<file path="src/rtl/mac_pkg.sv">
`default_nettype none
// mac_pkg: opcodes, sequencer states and saturation limits shared by mac_sched.
package mac_pkg;

  localparam logic [2:0] OP_NOP = 3'b000;
  localparam logic [2:0] OP_CLR = 3'b100;
  localparam logic [2:0] OP_MAC = 3'b110;

  localparam logic [31:0] SAT_POS = 32'h7FFF_FFFF;
  localparam logic [31:0] SAT_NEG = 32'h8000_0000;

  typedef enum logic [2:0] {
    ST_IDLE  = 3'd0,
    ST_CLR   = 3'd1,
    ST_RUN   = 3'd2,
    ST_DRAIN = 3'd3,
    ST_DONE  = 3'd4
  } state_t;

  function automatic logic [2:0] oh2idx(input logic [7:0] oh);
    oh2idx = 3'd0;
    for (int i = 0; i < 8; i++) begin
      if (oh[i]) oh2idx = 3'(i);
    end
  endfunction

endpackage
`default_nettype wire

</file>
<file path="src/rtl/rr_arbiter.sv">
`default_nettype none
// rr_arbiter: rotating-priority one-hot arbiter; advance moves priority past the current grant.
module rr_arbiter #(
  parameter int NREQ = 2
) (
  input  logic            clk,
  input  logic            reset,
  input  logic [NREQ-1:0] req,
  input  logic            advance,
  output logic [NREQ-1:0] grant
);
  localparam int PW = $clog2(NREQ);

  logic [PW-1:0]     ptr;
  logic [PW-1:0]     ptr_nxt;
  logic [2*NREQ-1:0] req_rot;
  logic [2*NREQ-1:0] gnt_rot;
  logic [NREQ-1:0]   sel;
  logic              found;

  // Rotate requests so ptr sits at bit 0, pick the first set bit, rotate back.
  always_comb begin
    req_rot = {req, req} >> ptr;
    sel     = '0;
    found   = 1'b0;
    for (int i = 0; i < NREQ; i++) begin
      if (!found && req_rot[i]) begin
        sel[i] = 1'b1;
        found  = 1'b1;
      end
    end
    gnt_rot = {{NREQ{1'b0}}, sel} << ptr;
    grant   = gnt_rot[NREQ-1:0] | gnt_rot[2*NREQ-1:NREQ];
    ptr_nxt = ptr;
    for (int i = 0; i < NREQ; i++) begin
      if (grant[i]) ptr_nxt = PW'((i + 1) % NREQ);
    end
  end

  always_ff @(posedge clk or posedge reset) begin
    if (reset) begin
      ptr <= '0;
    end else if (advance) begin
      ptr <= ptr_nxt;
    end
  end

endmodule
`default_nettype wire

</file>
<file path="src/rtl/mac_sched.sv">
`default_nettype none
// mac_sched: shares one mac datapath among NREQ requesters running dot-product jobs.
// Define MAC_SCHED_SAT_EN to saturate res_data when the accumulator overflows.
module mac_sched
  import mac_pkg::*;
#(
  parameter int NREQ    = 2,
  parameter int MAC_LAT = 2,
  parameter int LEN_W   = 8
) (
  input  logic                     clk,
  input  logic                     reset,
  input  logic [NREQ-1:0]          req_valid,
  input  logic [NREQ-1:0]          req_last,
  input  logic [16*NREQ-1:0]       req_a,
  input  logic [16*NREQ-1:0]       req_b,
  output logic [NREQ-1:0]          req_ready,
  output logic [2:0]               mac_instruction,
  output logic [15:0]              mac_multiplier,
  output logic [15:0]              mac_multiplicand,
  output logic                     mac_stall,
  input  logic [7:0]               mac_protect,
  input  logic [31:0]              mac_result,
  output logic                     res_valid,
  input  logic                     res_ready,
  output logic [$clog2(NREQ)-1:0]  res_id,
  output logic [31:0]              res_data,
  output logic                     res_ovf,
  output logic [LEN_W-1:0]         res_len
);
  localparam int IW = $clog2(NREQ);
  localparam int DW = $clog2(MAC_LAT + 1);

  state_t          state;
  logic [NREQ-1:0] grant_r;
  logic [NREQ-1:0] arb_req;
  logic [NREQ-1:0] arb_grant;
  logic [IW-1:0]   gidx;
  logic [LEN_W-1:0] cnt;
  logic [DW-1:0]   dcnt;
  logic            hs;
  logic            advance;
  logic            ovf;
  logic [31:0]     res_next;

  // While a job runs the held grant keeps requesting, so acceptance rotates past it.
  assign arb_req = (state == ST_IDLE) ? req_valid : grant_r;
  assign advance = (state == ST_DONE) && res_ready;
  assign hs      = (state == ST_RUN) && req_valid[gidx] && req_ready[gidx];
  assign ovf     = !(((mac_protect == 8'h00) && !mac_result[31]) ||
                     ((mac_protect == 8'hFF) &&  mac_result[31]));

`ifdef MAC_SCHED_SAT_EN
  assign res_next = ovf ? (mac_protect[7] ? SAT_NEG : SAT_POS) : mac_result;
`else
  assign res_next = mac_result;
`endif

  rr_arbiter #(.NREQ(NREQ)) u_arb (
    .clk     (clk),
    .reset   (reset),
    .req     (arb_req),
    .advance (advance),
    .grant   (arb_grant)
  );

  always_ff @(posedge clk or posedge reset) begin
    if (reset) begin
      state            <= ST_IDLE;
      grant_r          <= '0;
      gidx             <= '0;
      cnt              <= '0;
      dcnt             <= '0;
      req_ready        <= '0;
      mac_instruction  <= OP_NOP;
      mac_multiplier   <= '0;
      mac_multiplicand <= '0;
      mac_stall        <= 1'b1;
      res_valid        <= 1'b0;
      res_id           <= '0;
      res_data         <= '0;
      res_ovf          <= 1'b0;
      res_len          <= '0;
    end else begin
      case (state)
        ST_IDLE: begin
          mac_instruction <= OP_NOP;
          mac_stall       <= 1'b1;
          if (|req_valid) begin
            grant_r         <= arb_grant;
            gidx            <= IW'(oh2idx(8'(arb_grant)));
            cnt             <= '0;
            mac_instruction <= OP_CLR;
            mac_stall       <= 1'b0;
            state           <= ST_CLR;
          end
        end
        ST_CLR: begin
          req_ready       <= grant_r;
          mac_instruction <= OP_NOP;
          mac_stall       <= 1'b1;
          state           <= ST_RUN;
        end
        ST_RUN: begin
          if (hs) begin
            mac_instruction  <= OP_MAC;
            mac_multiplier   <= req_a[{gidx, 4'b0000} +: 16];
            mac_multiplicand <= req_b[{gidx, 4'b0000} +: 16];
            mac_stall        <= 1'b0;
            if (cnt != '1) cnt <= cnt + 1'b1;
            if (req_last[gidx]) begin
              req_ready <= '0;
              dcnt      <= '0;
              state     <= ST_DRAIN;
            end
          end else begin
            mac_instruction <= OP_NOP;
            mac_stall       <= 1'b1;
          end
        end
        ST_DRAIN: begin
          // First DRAIN cycle still shows the last MAC; MAC_LAT NOP cycles follow.
          mac_instruction <= OP_NOP;
          if (dcnt == DW'(MAC_LAT)) begin
            mac_stall <= 1'b1;
            res_valid <= 1'b1;
            res_data  <= res_next;
            res_ovf   <= ovf;
            res_len   <= cnt;
            res_id    <= gidx;
            state     <= ST_DONE;
          end else begin
            mac_stall <= 1'b0;
            dcnt      <= dcnt + 1'b1;
          end
        end
        ST_DONE: begin
          if (res_ready) begin
            res_valid <= 1'b0;
            state     <= ST_IDLE;
          end
        end
        default: state <= ST_IDLE;
      endcase
    end
  end

endmodule
`default_nettype wire
</file>
<file path="config.mk">
export PLATFORM = sky130hd
export DESIGN_NAME = mac_sched
export DESIGN_NICKNAME = d
export VERILOG_FILES = /design/src/rtl/mac_pkg.sv /design/src/rtl/rr_arbiter.sv /design/src/rtl/mac_sched.sv
export SDC_FILE = /design/constraint.sdc
export NUM_CORES = 1
export LEC_CHECK = 0
export BUFFER_PORTS_ARGS = -buffer_cell sky130_fd_sc_hd__buf_2
export CAP_MARGIN = 20
export CORE_ASPECT_RATIO = 1.25
export CORE_MARGIN = 3
export CORE_UTILIZATION = 30
export DETAILED_ROUTE_END_ITERATION = 8
export HOLD_SLACK_MARGIN = 0.1
export SYNTH_ARGS = -nofsm -noshare
export SYNTH_HDL_FRONTEND = slang
export SYNTH_SLANG_ARGS = --single-unit
</file>
<file path="constraint.sdc">
create_clock -name clk -period 2.8 [get_ports clk]
set_clock_uncertainty 0.1 [all_clocks]
set_input_delay 0.28 -clock clk [delete_from_list [all_inputs] [get_ports clk]]
set_output_delay 0.28 -clock clk [all_outputs]
set_load 0.05 [all_outputs]
</file>
After elaboration in Yosys (flattened, before gate mapping). Cells that the tools add are included.

Bits in registers: 98. Input bits: 111. Output and inout port bits: 81. Word-level logic and storage cells: 105.

$add $sub $neg: 2. Magnitude comparators: 1. Reduce and logical (&&, ||, !) cells: 30. Shift-type cells: 4. Bitwise operators: 1. Multiplexer cells: 37. Equal/unequal tests: 14.

Operators by type and width (count): variable part select 32 x 6 -> 16 bit (2); 2-to-1 mux 8 bit (3); 2-to-1 mux 3 bit (7); 2-to-1 mux 1 bit (16); case mux 8 bit (2 select lines) (1); case mux 3 bit (5 select lines) (1); nonzero test 2 bit (5); case mux 3 bit (3 select lines) (1); adder 8 x 1 -> 8 bit, second input constant (1); equality test 8 bit, second input constant (1); logical NOT 8 bit (1); 2-to-1 mux 2 bit (4); inequality test 2 bit, second input constant (4); inequality test 8 bit, second input constant (1); case mux 2 bit (2 select lines) (2); AND reduction 2 bit (4); AND reduction 4 bit (2); equality test 3 x 2 -> 1 bit, second input constant (2); logical AND 1 bit (6); inequality test 2 x 1 -> 1 bit, second input constant (3); AND reduction 3 bit (2); AND reduction 5 bit (1); case mux 1 bit (4 select lines) (1); nonzero test 4 bit (1); 14 further kinds (17).

Depth between registers and ports, before layout.
Depth in word-level cells: 11. Mapped depth: 8. Depth with buffers taken out: 6.

Hierarchy. From an unflattened synthesis, not the netlist that was laid out.

Cell total of the unflattened synthesis: 361. Area total of the unflattened synthesis: 4262.8 um^2.

By module, submodules not included: mac_sched (cells each 354, instances 1, area each 4204.0 um^2, seq. area each 2378.5 um^2); rr_arbiter (cells each 7, instances 1, area each 58.8 um^2, seq. area each 25.0 um^2).

Worst setup path before layout. OpenSTA, ideal clock, no wires.

Path kind: register to register. Start point: reg req_ready[1]. End point: reg mac_instruction[2]. Slack: 972 ps. Buffers on the path: 2. Data required time: 2580 ps. Library setup time: 120 ps. Data arrival time: 1607 ps. Clock period less this slack: 1828 ps. Cell stages (with the launch flop): 8. Cell sequence: dfrtp_1 and2_1 a22oi_4 nor2_2 buf_2 buf_6 a21oi_1 nand2_1.

Longest elaborated chain between the ends: 5.

Ends and longest elaborated chain: from (decl) (RTL line mac_sched.sv:17) `output logic [NREQ-1:0] req_ready,`; from (signal assigned) (RTL line mac_sched.sv:99) `req_ready <= grant_r;`; 2-to-1 mux 1 bit (implied by the code) (2 in a row) (RTL line mac_sched.sv:49) `assign hs = (state == ST_RUN) && req_valid[gidx] && req_ready[gidx];`; logical AND 1 bit (RTL line mac_sched.sv:49); 2-to-1 mux 3 bit (RTL line mac_sched.sv:105) `if (hs) begin`; case mux 3 bit (3 select lines) (RTL line mac_sched.sv:85) `case (state)`; to (signal assigned) (RTL line mac_sched.sv:87) `mac_instruction <= OP_NOP;`; to (signal assigned) (RTL line mac_sched.sv:93) `mac_instruction <= OP_CLR;`; to (signal assigned) (RTL line mac_sched.sv:106) `mac_instruction <= OP_MAC;`; to (decl) (RTL line mac_sched.sv:18) `output logic [2:0] mac_instruction,`.

No other way between the ends. The select of a mux whose other input is x is not followed. A chain may end at the register's enable or synchronous reset.

Final worst setup path.
Start point: reg state[1]. End point: reg res_data[10].

Longest elaborated chain between the ends: 2.

Ends and longest elaborated chain: from (decl) (RTL line mac_sched.sv:34) `state_t state;`; from (signal assigned) (RTL line mac_sched.sv:69) `state <= ST_IDLE;`; from (signal assigned) (RTL line mac_sched.sv:95) `state <= ST_CLR;`; from (signal assigned) (RTL line mac_sched.sv:102) `state <= ST_RUN;`; equality test 3 x 2 -> 1 bit (RTL line mac_sched.sv:85); AND reduction 2 bit (no source line); to (signal assigned) (RTL line mac_sched.sv:127) `res_data <= res_next;`; to (decl) (RTL line mac_sched.sv:27) `output logic [31:0] res_data,`.

No other way between the ends.

==> run_results.csv <==
group,metric,value,unit
placement,gp_congestion,0.817,
routing,ant_nets,0,
layout,diodes,0,
pwr,clock_power_share,16.9,%
logic_synthesis,synth-simple-area-share,9.34,%
pwr,power.density,1310,mW/mm2
pwr,comb_power_share,52.9,%
clock_tree,clk_latency,0.34,ns
logic_synthesis,yosysUniqueCellTypes,43,
layout,layout_common_cells,"buf_2, dfrtp_1, nor2_1",
setup_path,critPathMaxStageDelay,0.57,ns
logic_synthesis,synthArstFlopShare,100,%
setup_path,crit_path_top_delay_cell,"dfrtp_1",
clock_tree,cts_root_buf,"clkbuf_16",
global_route,antenna_found_initial,0,
layout,final_common_cell,"buf_2",
clock_tree,cts.path.max_buffers,2,
timing,holdWs,0.127,ns
routing,wl,11000,um
logic_synthesis,synth_ff_type,"dfrtp_1",
logic_synthesis,ys_seq_elements,96,
pwr,power.share.sequential,30.2,%
floorplanning,std_cell_rows,48,
clock_tree,cts_sinks,96,
global_route,grt_pass1_vias,3654,
floorplanning,die_h,141,um
floorplanning,ios,192,
timing,setup_tns,0,ns
floorplanning,core,0.0141,mm2
logic_synthesis,synth_top_family_by_area,"multiplexers",
logic_synthesis,synth-compound-area-share,10.6,%
pwr,switching_share,48.5,%
global_route,track_usage,14.0,%
pwr,internal_power,4160,uW
logic_synthesis,yosys_warnings,0,
setup_path,start_kind,"flip-flop",
global_route,grt_pass1_wl,17900,um
setup_path,crit_arrival,2.29,ns
clock_tree,ctsHoldBuffers,34,
timing,timing.fmax,0.463,GHz
logic_synthesis,avgSynthCellArea,12.1,um2
setup_path,path_cells,"and3_1 -> nand2b_2 -> buf_12 -> mux2_2",
logic_synthesis,muxShareOfSynthArea,20.8,%
timing,fin_crit,2.16,ns
timing,final-hold-violation-count,0,
routing,firstDrtPassIters,5,
global_route,overflow,0,
setup_path,path_class,"reg -> reg",
placement,dp_cells,710,
logic_synthesis,synth_nets,476,
floorplanning,die_w,114,um
routing,wl_per_cell,14.5,um
setup_path,crit_path_max_fanout,33,
pwr,total_leakage_power,0.00312,uW
placement,placedInstanceArea,0.00549,mm2
timing,finalCritPeriodShare,77.1,%
logic_synthesis,yosys.area_share.xor_xnor,0,%
timing,worst_pin_slew,0.526,ns
floorplanning,dieArea,0.0161,mm2
logic_synthesis,syn_area,0.00439,mm2
logic_synthesis,synth-seq-area-share,54.7,%
setup_path,cp_data_required_time,2.93,ns
setup_path,critPathCaptureType,"flip-flop",
placement,hpwl,7740,um
layout,syn_to_final_growth,40.3,%
logic_synthesis,synth_cells,363,
clock_tree,postCtsResizedCells,0,
run_status,outcome,"complete, no violations",
clock_tree,ctsHtreeMaxLevel,3,
logic_synthesis,synthAdderAreaFrac,0.570,%
layout,instances_no_fill,760,
clock_tree,tritoncts,"built",
layout,nNetsFinal,693,
pwr,ir_worst_vdd,0.000825,V
pwr,net-switching-power,3920,uW
logic_synthesis,synth_edf_count,0,
clock_tree,postCtsSetupBuffers,0,
job,drv_cap,0,
layout,finish.instance_area,0.00616,mm2
routing,vias_per_cell,4.65,
routing,drc,0,
placement,portBuffers,190,
routing,drt_iter0_drc,133,
clock_tree,cts_buffers,9,
timing,slew_violations,0,
global_route,grt_max_degree,97,
timing,relSlewSlack,65.0,%
routing,vias,3532,
floorplanning,initial_core_util,31.3,%
timing,finalSetupViolCount,0,
worst_hold_path,hp-class,"in -> reg",
layout,drive_gt1_share,44.6,%
clock_tree,clk_pin_slew,0.07,ns
timing,grt_setup_unrepaired,"no",
==> critical path: cells and delay by family (launching register included) <==
family                 cells  cell delay (ns)
muxes                      1             0.36
and+or+nand+nor            2             0.69
DFF                        1             0.57
buffers and inverters      1             0.30
==> synth_stat cells (2+ instances only) <==
cell type	count	area, um2
a21o_1	3	22.5
a21oi_1	35	175
a22o_1	5	43.8
a32o_1	2	20.0
and2_1	4	25.0
and3_1	2	12.5
buf_2	8	40.0
buf_4	3	22.5
buf_6	7	78.8
clkbuf_1	4	15.0
dfrtp_1	95	2380
ha_1	2	25.0
inv_1	3	11.3
mux2_2	5	56.3
mux2_4	35	526
mux2i_1	33	330
nand2_1	16	60.1
nand2b_1	4	25.0
nand3_1	5	25.0
nand4_1	3	18.8
nor2_1	43	161
nor3_1	5	25.0
o21ai_0	14	70.1
o21ai_1	4	20.0
o311ai_0	2	17.5
o31ai_1	3	22.5
o41ai_1	2	17.5
==> routing by layer <==
metal	up-vias	share of wire [%]	global-route usage [%]
li1	1724	-	-
met1	1636	41	16.9
met2	156	49	23.3
met3	16	8.1	3.84
met4	0	2.1	6.13
met5	-	0	0
==> area by class of cell <==
type / count / area, um2
fillers: 1314 / 7890
flip-flops and latches: 96 / 2400
multi-input cells: 241 / 1830
repair buffers: 228 / 1360
clock buffers: 10 / 239
well taps: 175 / 219
clock inverters: 6 / 96.3
inverters: 4 / 18.8
==> path summary, 6_finish.rpt <==
| check | startpoint | to | slack, ns | cells past startpoint |
|---|---|---|---|---|
| min in group asynchronous | reset | res_data[0] | 0.53 | 4 |
| max in group asynchronous | reset | mac_stall | 1.68 | 4 |
| hold reg to reg | res_ovf | res_ovf | 0.39 | 2 |
| setup / recovery | state[1] | res_data[10] | 0.64 | 4 |
| setup reg to reg | state[1] | res_data[10] | 0.64 | 4 |
| hold / removal | req_a[12] | mac_multiplier[12] | 0.13 | 3 |
==> kinds of logic after synthesis <==
kind of cell,count (synthesis)
DFF,96
and+or+nand+nor,90
AOI/OAI and AO/OA,75
muxes,73
buffers and inverters,26
adders and majority gates,2
other,1
==> per-stage QoR <==
step	power, uW	setup slack, ns	util, %
2_1_floorplan	5770	0.972	-
3_3_place_gp	6660	0.699	39.0
3_5_place_dp	6730	0.647	39.0
4_1_cts	8180	0.643	43.8
5_1_grt	8550	0.521	43.8
6_report	8080	0.641	43.8
==> registers in the layout, indices dropped and copies added, names as in the netlist, 2 cells and up <==
name and flops:
grant_r 2, mac_instruction 2, req_ready 2, state 3, mac_multiplier 16, cnt 8, dcnt 2, res_data 32
res_len 8, mac_multiplicand 16
==> power by group through the flow <==
stage | registers [uW] | logic, uW | clock network [uW]
after floorplan | 4260 | 1510 | 0
after global placement | 2450 | 4210 | 0
after detailed placement | 2450 | 4280 | 0
after CTS | 2450 | 4320 | 1410
after global routing | 2540 | 4530 | 1470
final | 2440 | 4280 | 1360
No activity file was read; power rests on OpenSTA's default activity.
